===== src/rtl/vc_pkg.sv =====
// Shared types and constants for the victim cache controller.
package vc_pkg;

  localparam int unsigned VC_SIZE = 8;
  localparam int unsigned IDX_W   = $clog2(VC_SIZE);

  typedef enum logic [2:0] {
    IDLE,
    LOOKUP,
    SWAP,
    WB_REQ,
    WB_WAIT,
    INSERT,
    RESP
  } vc_state_t;

  function automatic logic [VC_SIZE-1:0] onehot(input logic [IDX_W-1:0] idx);
    logic [VC_SIZE-1:0] v;
    v      = '0;
    v[idx] = 1'b1;
    return v;
  endfunction

endpackage


===== src/rtl/vc_victim_select.sv =====
// Hit-index encoder and victim choice: lowest invalid entry, else the PLRU pointer.
module vc_victim_select #(
  parameter int unsigned vc_size      = 8,
  parameter int unsigned num_idx_bits = $clog2(vc_size)
) (
  input  logic [vc_size-1:0]      hit_vec_i,
  input  logic [vc_size-1:0]      valid_i,
  input  logic [num_idx_bits-1:0] plru_i,
  output logic                    hit_o,
  output logic [num_idx_bits-1:0] hit_idx_o,
  output logic [num_idx_bits-1:0] vidx_o
);

  always_comb begin
    hit_o     = |hit_vec_i;
    hit_idx_o = '0;
    vidx_o    = plru_i;
    // Scan downwards so the lowest matching index wins.
    for (int i = int'(vc_size) - 1; i >= 0; i--) begin
      if (hit_vec_i[i]) hit_idx_o = num_idx_bits'(i);
      if (!valid_i[i])  vidx_o    = num_idx_bits'(i);
    end
  end

endmodule


===== src/rtl/vc_controller.sv =====
// Victim cache sequencing FSM: swap on VC hit, insert (with optional L2 writeback) on miss.
module vc_controller
  import vc_pkg::*;
#(
  parameter int unsigned vc_size      = VC_SIZE,
  parameter int unsigned num_idx_bits = $clog2(vc_size)
) (
  input  logic                    clk,
  input  logic                    rst,
  input  logic                    l1_req,
  input  logic                    l1_victim_valid,
  input  logic                    l1_victim_dirty,
  input  logic [vc_size-1:0]      vc_hit_vec,
  input  logic [vc_size-1:0]      vc_valid_dataout,
  input  logic [vc_size-1:0]      vc_dirty_dataout,
  input  logic [num_idx_bits-1:0] vc_plru_dataout,
  output logic [vc_size-1:0]      vc_valid_ld,
  output logic                    vc_valid_datain,
  output logic [vc_size-1:0]      vc_dirty_ld,
  output logic                    vc_dirty_datain,
  output logic                    vc_plru_ld,
  output logic [num_idx_bits-1:0] vc_plru_datain,
  output logic                    vc_valid_read,
  output logic                    vc_dirty_read,
  output logic                    vc_plru_read,
  output logic [vc_size-1:0]      vc_line_ld,
  output logic [num_idx_bits-1:0] vc_rd_idx,
  output logic                    l1_resp,
  output logic                    l1_hit,
  output logic                    l2_wb_req,
  input  logic                    l2_wb_resp
);

  localparam logic [vc_size-1:0] OneLsb = vc_size'(1);

  vc_state_t               state_q;
  logic                    hit_q;
  logic [num_idx_bits-1:0] hit_idx_q;
  logic [num_idx_bits-1:0] vidx_q;

  logic                    lk_hit;
  logic [num_idx_bits-1:0] lk_hit_idx;
  logic [num_idx_bits-1:0] lk_vidx;
  logic [vc_size-1:0]      hit_oh;
  logic [vc_size-1:0]      vidx_oh;

  vc_victim_select #(
    .vc_size      (vc_size),
    .num_idx_bits (num_idx_bits)
  ) u_victim_select (
    .hit_vec_i (vc_hit_vec),
    .valid_i   (vc_valid_dataout),
    .plru_i    (vc_plru_dataout),
    .hit_o     (lk_hit),
    .hit_idx_o (lk_hit_idx),
    .vidx_o    (lk_vidx)
  );

  always_ff @(posedge clk) begin
    if (!rst) begin
      state_q   <= IDLE;
      hit_q     <= 1'b0;
      hit_idx_q <= '0;
      vidx_q    <= '0;
    end else begin
      unique case (state_q)
        IDLE:    if (l1_req) state_q <= LOOKUP;
        LOOKUP: begin
          hit_q     <= lk_hit;
          hit_idx_q <= lk_hit_idx;
          vidx_q    <= lk_vidx;
          if (lk_hit)                                                  state_q <= SWAP;
          else if (!l1_victim_valid)                                   state_q <= RESP;
          else if (vc_valid_dataout[lk_vidx] && vc_dirty_dataout[lk_vidx]) state_q <= WB_REQ;
          else                                                         state_q <= INSERT;
        end
        SWAP:    state_q <= RESP;
        WB_REQ:  state_q <= WB_WAIT;
        WB_WAIT: if (l2_wb_resp) state_q <= INSERT;
        INSERT:  state_q <= RESP;
        RESP:    state_q <= IDLE;
        default: state_q <= IDLE;
      endcase
    end
  end

  assign hit_oh  = OneLsb << hit_idx_q;
  assign vidx_oh = OneLsb << vidx_q;

  always_comb begin
    vc_valid_ld     = '0;
    vc_valid_datain = 1'b0;
    vc_dirty_ld     = '0;
    vc_dirty_datain = 1'b0;
    vc_plru_ld      = 1'b0;
    vc_plru_datain  = '0;
    vc_line_ld      = '0;
    vc_rd_idx       = '0;
    l1_resp         = 1'b0;
    l1_hit          = 1'b0;
    l2_wb_req       = 1'b0;
    vc_valid_read   = (state_q != IDLE);
    vc_dirty_read   = (state_q != IDLE);
    vc_plru_read    = (state_q != IDLE);
    unique case (state_q)
      SWAP: begin
        vc_rd_idx   = hit_idx_q;
        vc_valid_ld = hit_oh;
        // Without an L1 victim the hit line just moves to L1 and leaves the VC.
        if (l1_victim_valid) begin
          vc_line_ld      = hit_oh;
          vc_valid_datain = 1'b1;
          vc_dirty_ld     = hit_oh;
          vc_dirty_datain = l1_victim_dirty;
        end
      end
      WB_REQ: begin
        vc_rd_idx = vidx_q;
        l2_wb_req = 1'b1;
      end
      WB_WAIT: begin
        vc_rd_idx = vidx_q;
        l2_wb_req = 1'b1;
        if (l2_wb_resp) vc_dirty_ld = vidx_oh;
      end
      INSERT: begin
        vc_line_ld      = vidx_oh;
        vc_valid_ld     = vidx_oh;
        vc_valid_datain = 1'b1;
        vc_dirty_ld     = vidx_oh;
        vc_dirty_datain = l1_victim_dirty;
        vc_plru_ld      = 1'b1;
        vc_plru_datain  = (vidx_q == num_idx_bits'(vc_size - 1)) ? '0 : vidx_q + 1'b1;
      end
      RESP: begin
        l1_resp = 1'b1;
        l1_hit  = hit_q;
      end
      default: ;
    endcase
  end

endmodule


===== config.mk =====
export PLATFORM = sky130hd
export DESIGN_NAME = vc_controller
export DESIGN_NICKNAME = d
export VERILOG_FILES = /design/src/rtl/vc_pkg.sv /design/src/rtl/vc_victim_select.sv /design/src/rtl/vc_controller.sv
export SDC_FILE = /design/constraint.sdc
export NUM_CORES = 1
export LEC_CHECK = 0
export BUFFER_PORTS_ARGS = -buffer_cell sky130_fd_sc_hd__buf_2
export CAP_MARGIN = 20
export CELL_PAD_IN_SITES_DETAIL_PLACEMENT = 1
export CELL_PAD_IN_SITES_GLOBAL_PLACEMENT = 2
export CORE_ASPECT_RATIO = 1.25
export CORE_UTILIZATION = 24
export DETAILED_ROUTE_END_ITERATION = 16
export GPL_TIMING_DRIVEN = 0
export PLACE_DENSITY = 0.95
export SYNTH_ARGS = -nofsm -noshare
export SYNTH_HDL_FRONTEND = slang
export SYNTH_SLANG_ARGS = --single-unit

===== constraint.sdc =====
create_clock -name clk -period 3.6 [get_ports clk]
set_input_delay 1.08 -clock clk [delete_from_list [all_inputs] [get_ports clk]]
set_output_delay 1.08 -clock clk [all_outputs]
set_load 0.02 [all_outputs]

==> key figures <==
Run status
  • Status: complete, no violations

Route
  • DR vias: 1556
  • Final antenna-violating net count: 0
  • WL/cell: 13.48 µm
  • Iter 0 DRT Violations: 65
  • Via density: 5.019
  • Total wire length: 4179 µm
  • DR pass1 iterations: 4
  • DRC violations left: 0

GRT
  • GR peak layer: met2
  • First-pass GRT wire length: 6775 µm
  • GRT Total Usage: 16.26%
  • Vias in the first global route: 1562
  • Largest net degree at the start of global routing: 11
  • GR Util met1: 17.31%
  • Initial antenna violation count: 0
  • Global routing usage on met2: 30.92%
  • Grt total ovfl: 0
  • Met3 Usage GRT: 2.198%

Setup path
  • WS Path Type: in2out
  • Worst Setup End Kind: output pin
  • Worst Reg-to-Reg Cells: 5
  • Worst EP required: 2520 ps
  • Cell mode on critical path: buf_2
  • FF-to-FF setup slack: 1990 ps
  • Critical path's slowest cell: clkbuf_1
  • CP bufs+invs: 3
  • R2r endpoint: state_q[2]
  • Critical path, cell by cell: buf_2, clkbuf_1, nand2_1, o21ai_0, a31o_2, buf_2
  • CP max FO: 10
  • Top Family by Delay on Critical Path: buffers and inverters
  • Data arrival time of the critical path: 2260 ps
  • Crit path largest cell delay: 420 ps
  • Reg-to-Reg Start: state_q[2]
  • Startpoint Class: input pin

Yosys
  • Post-synth EDFFs: 0
  • Synth warnings: 0
  • Avg Cell Area, Syn: 7.169 µm²
  • Yosys reg bits: 10
  • Cells after Synth: 174
  • Synthesized area: 1247 µm²
  • Mapped Nets: 213
  • Fraction of registers with async set or reset after synthesis: 0%
  • Top_reg_cell synth: dfxtp_1
  • Post-synthesis sequential area ratio: 16.05%
  • Synth cell types: 49

Die
  • Die area: 5492 µm²
  • Chip Width: 66.49 µm
  • Core area: 5044 µm²
  • Top Ports: 72
  • Starting density of the core: 24.73%
  • Chip height: 82.61 µm
  • # rows: 29

Finish
  • Layout Cells excl Fill: 310
  • Filler Cell Count: 666
  • Final Instance Area: 1730 µm²
  • Area of the multi-input gates: 949.7 µm²
  • Layout cells sized above 1: 37.10%
  • Ant diodes: 0
  • FF+latch area: 200.2 µm²
  • Layout Nets: 288
  • Area growth from synthesis to layout: 38.72%

Place
  • Post-DP Area: 1675 µm²
  • GPL Wtd Cong: 0.8505
  • DPL Wire Length: 3390 µm
  • # port buffers: 70
  • Inst Count DP: 306

STA
  • Slew Viols, Final: 0
  • Final hold vios: 0
  • Worst Skew: 4.136 ps
  • Top achievable clock speed: 0.2994 GHz
  • RSZ-0062 raised after global routing: no
  • Final worst-path cycle share: 92.78%
  • Relative slew slack: 55.15%
  • Setup violations, final: 0
  • Sum Neg Setup Slack: 0 ps
  • Actual slew at the worst max-slew pin: 671.4 ps
  • Final min period: 3340 ps

Clocking
  • Post CTS Setup Buffer Count: 0
  • CTS max path bufs: 2
  • TritonCTS Buffers: 3
  • Clock sink count: 10
  • H-tree depth: 1
  • CTS tree: built
  • Root buffer cell: clkbuf_8
  • Clk_lat worst skew: 240 ps
  • CTS clk-pin slew, worst paths: 50 ps
  • Hold_buf cts: 0
  • Post-CTS Resized: 0

Worst hold path
  • Hold Path Class: reg2reg
  • WHS Path Cells: 2
  • HP Start: hit_idx_q[2]
  • Hold Path End: hit_idx_q[2]

Power and ir drop
  • Pleak: 0.8853 nW
  • VDD IR max: 0.1347 mV
  • Pwr Density: 492.2 nW/µm²

Flow run
  • Max cap viols: 0
[how the worst max path moves through the flow]
stage,from,to,depth (start not counted)
2_1_floorplan,l1_victim_valid,vc_dirty_ld[5],4
3_3_place_gp,l1_victim_valid,vc_dirty_ld[4],6
3_5_place_dp,l1_victim_valid,vc_dirty_ld[4],6
4_1_cts,l1_victim_valid,vc_dirty_ld[4],6
5_1_grt,l1_victim_valid,vc_dirty_ld[4],6
6_report,l1_victim_valid,vc_dirty_ld[4],6
[metrics by stage]
stage                     total power [mW]  setup WS, ps  utilization, %  hold slack [ps]
final                               0.8518         260.0           34.31            504.9
after global routing                0.9332         199.8           34.31            522.0
after CTS                           0.8601         271.5           34.31            511.2
after detailed placement            0.7100         273.1           33.22            506.4
after global placement              0.6995         332.3           33.22            501.7
after floorplan                     0.5518         307.6               -            469.3
[power breakdown]
group / internal, mW / leakage [nW] / switching (mW) / total [mW]
combinational: 0.209 / 0.775 / 0.332 / 0.541
sequential: 0.140 / 0.0815 / 0.0263 / 0.166
clock: 0.0965 / 0.0288 / 0.0489 / 0.145
total: 0.445 / 0.885 / 0.407 / 0.852
[worst min-delay path, cell delays in order (launching register included)]
cell and delay, ps:
dfxtp_1 330, nand2_1 60, a21boi_0 60
[cell usage in the layout (no fill, tap or decap), types with 3 or more instances in the layout]
cell type / netlist / routed
o21ai_0: 9 / 9
nand3_1: 9 / 9
clkbuf_1: 5 / 5
and2_1: 5 / 5
dfxtp_1: 10 / 10
a21oi_1: 7 / 7
a22o_1: 5 / 5
mux2i_1: 5 / 5
nand2_1: 25 / 25
nor3_1: 5 / 5
nand3b_1: 3 / 3
a31o_2: 4 / 4
buf_2: 2 / 72
a32o_1: 3 / 3
nor4_1: 4 / 4
ha_1: 6 / 6
clkbuf_8: 1 / 5
inv_1: 7 / 7
a21boi_0: 4 / 4
nor2b_1: 3 / 3
nor2_1: 16 / 16
[layer usage]
| layer | vias to the layer above | part of all wire [%] |
|---|---|---|
| met2 | 56 | 50 |
| met4 | 0 | 1.7 |
| li1 | 776 | - |
| met1 | 719 | 42 |
| met5 | - | 0 |
| met3 | 5 | 6.0 |
[cell usage after synthesis, drive strengths merged, types with 2 or more instances]
master	number	area (µm²)
a21oi	7	35.03
and2	5	31.28
nor4	4	25.02
nand2b	2	12.51
o21bai	3	26.27
nand2	25	93.84
or2	2	12.51
a32o	3	30.03
o31ai	2	15.01
nor2	16	60.06
o21ai	9	45.04
nor2b	3	18.77
clkbuf	6	32.53
a31oi	2	27.53
a21o	2	15.01
and3	2	12.51
nand3	9	45.04
a22o	5	43.79
and2b	2	16.27
nand4	2	12.51
buf	4	25.02
nand3b	4	33.78
ha	6	75.07
nor3	5	25.02
a21boi	4	30.03
mux2i	5	50.05
dfxtp	10	200.2
a31o	5	52.55
inv	7	26.28
[registers in the layout, indices dropped and copies added (netlist names)]
register / cells
hit_q: 1
hit_idx_q: 3
vidx_q: 3
state_q: 3
[final cells by class]
type / count / area share (%)
multi-input cells: 145 / 54.88
repair buffers: 70 / 20.25
flip-flops and latches: 10 / 11.57
well taps: 62 / 4.483
plain buffers: 11 / 3.905
clock buffers: 4 / 3.181
inverters: 8 / 1.735
[cells by family (layout without fill, tap and decap cells)]
logic type | Yosys count | in the layout | share of synthesized area (%)
mux | 5 | 5 | 4.012
simple gates | 85 | 85 | 34.50
buf+inv | 19 | 93 | 7.823
compound gates | 48 | 48 | 30.89
fa+ha+maj | 6 | 6 | 6.018
flops | 10 | 10 | 16.05
xor+xnor | 1 | 1 | 0.7022
No activity file was read; power rests on OpenSTA's default activity.
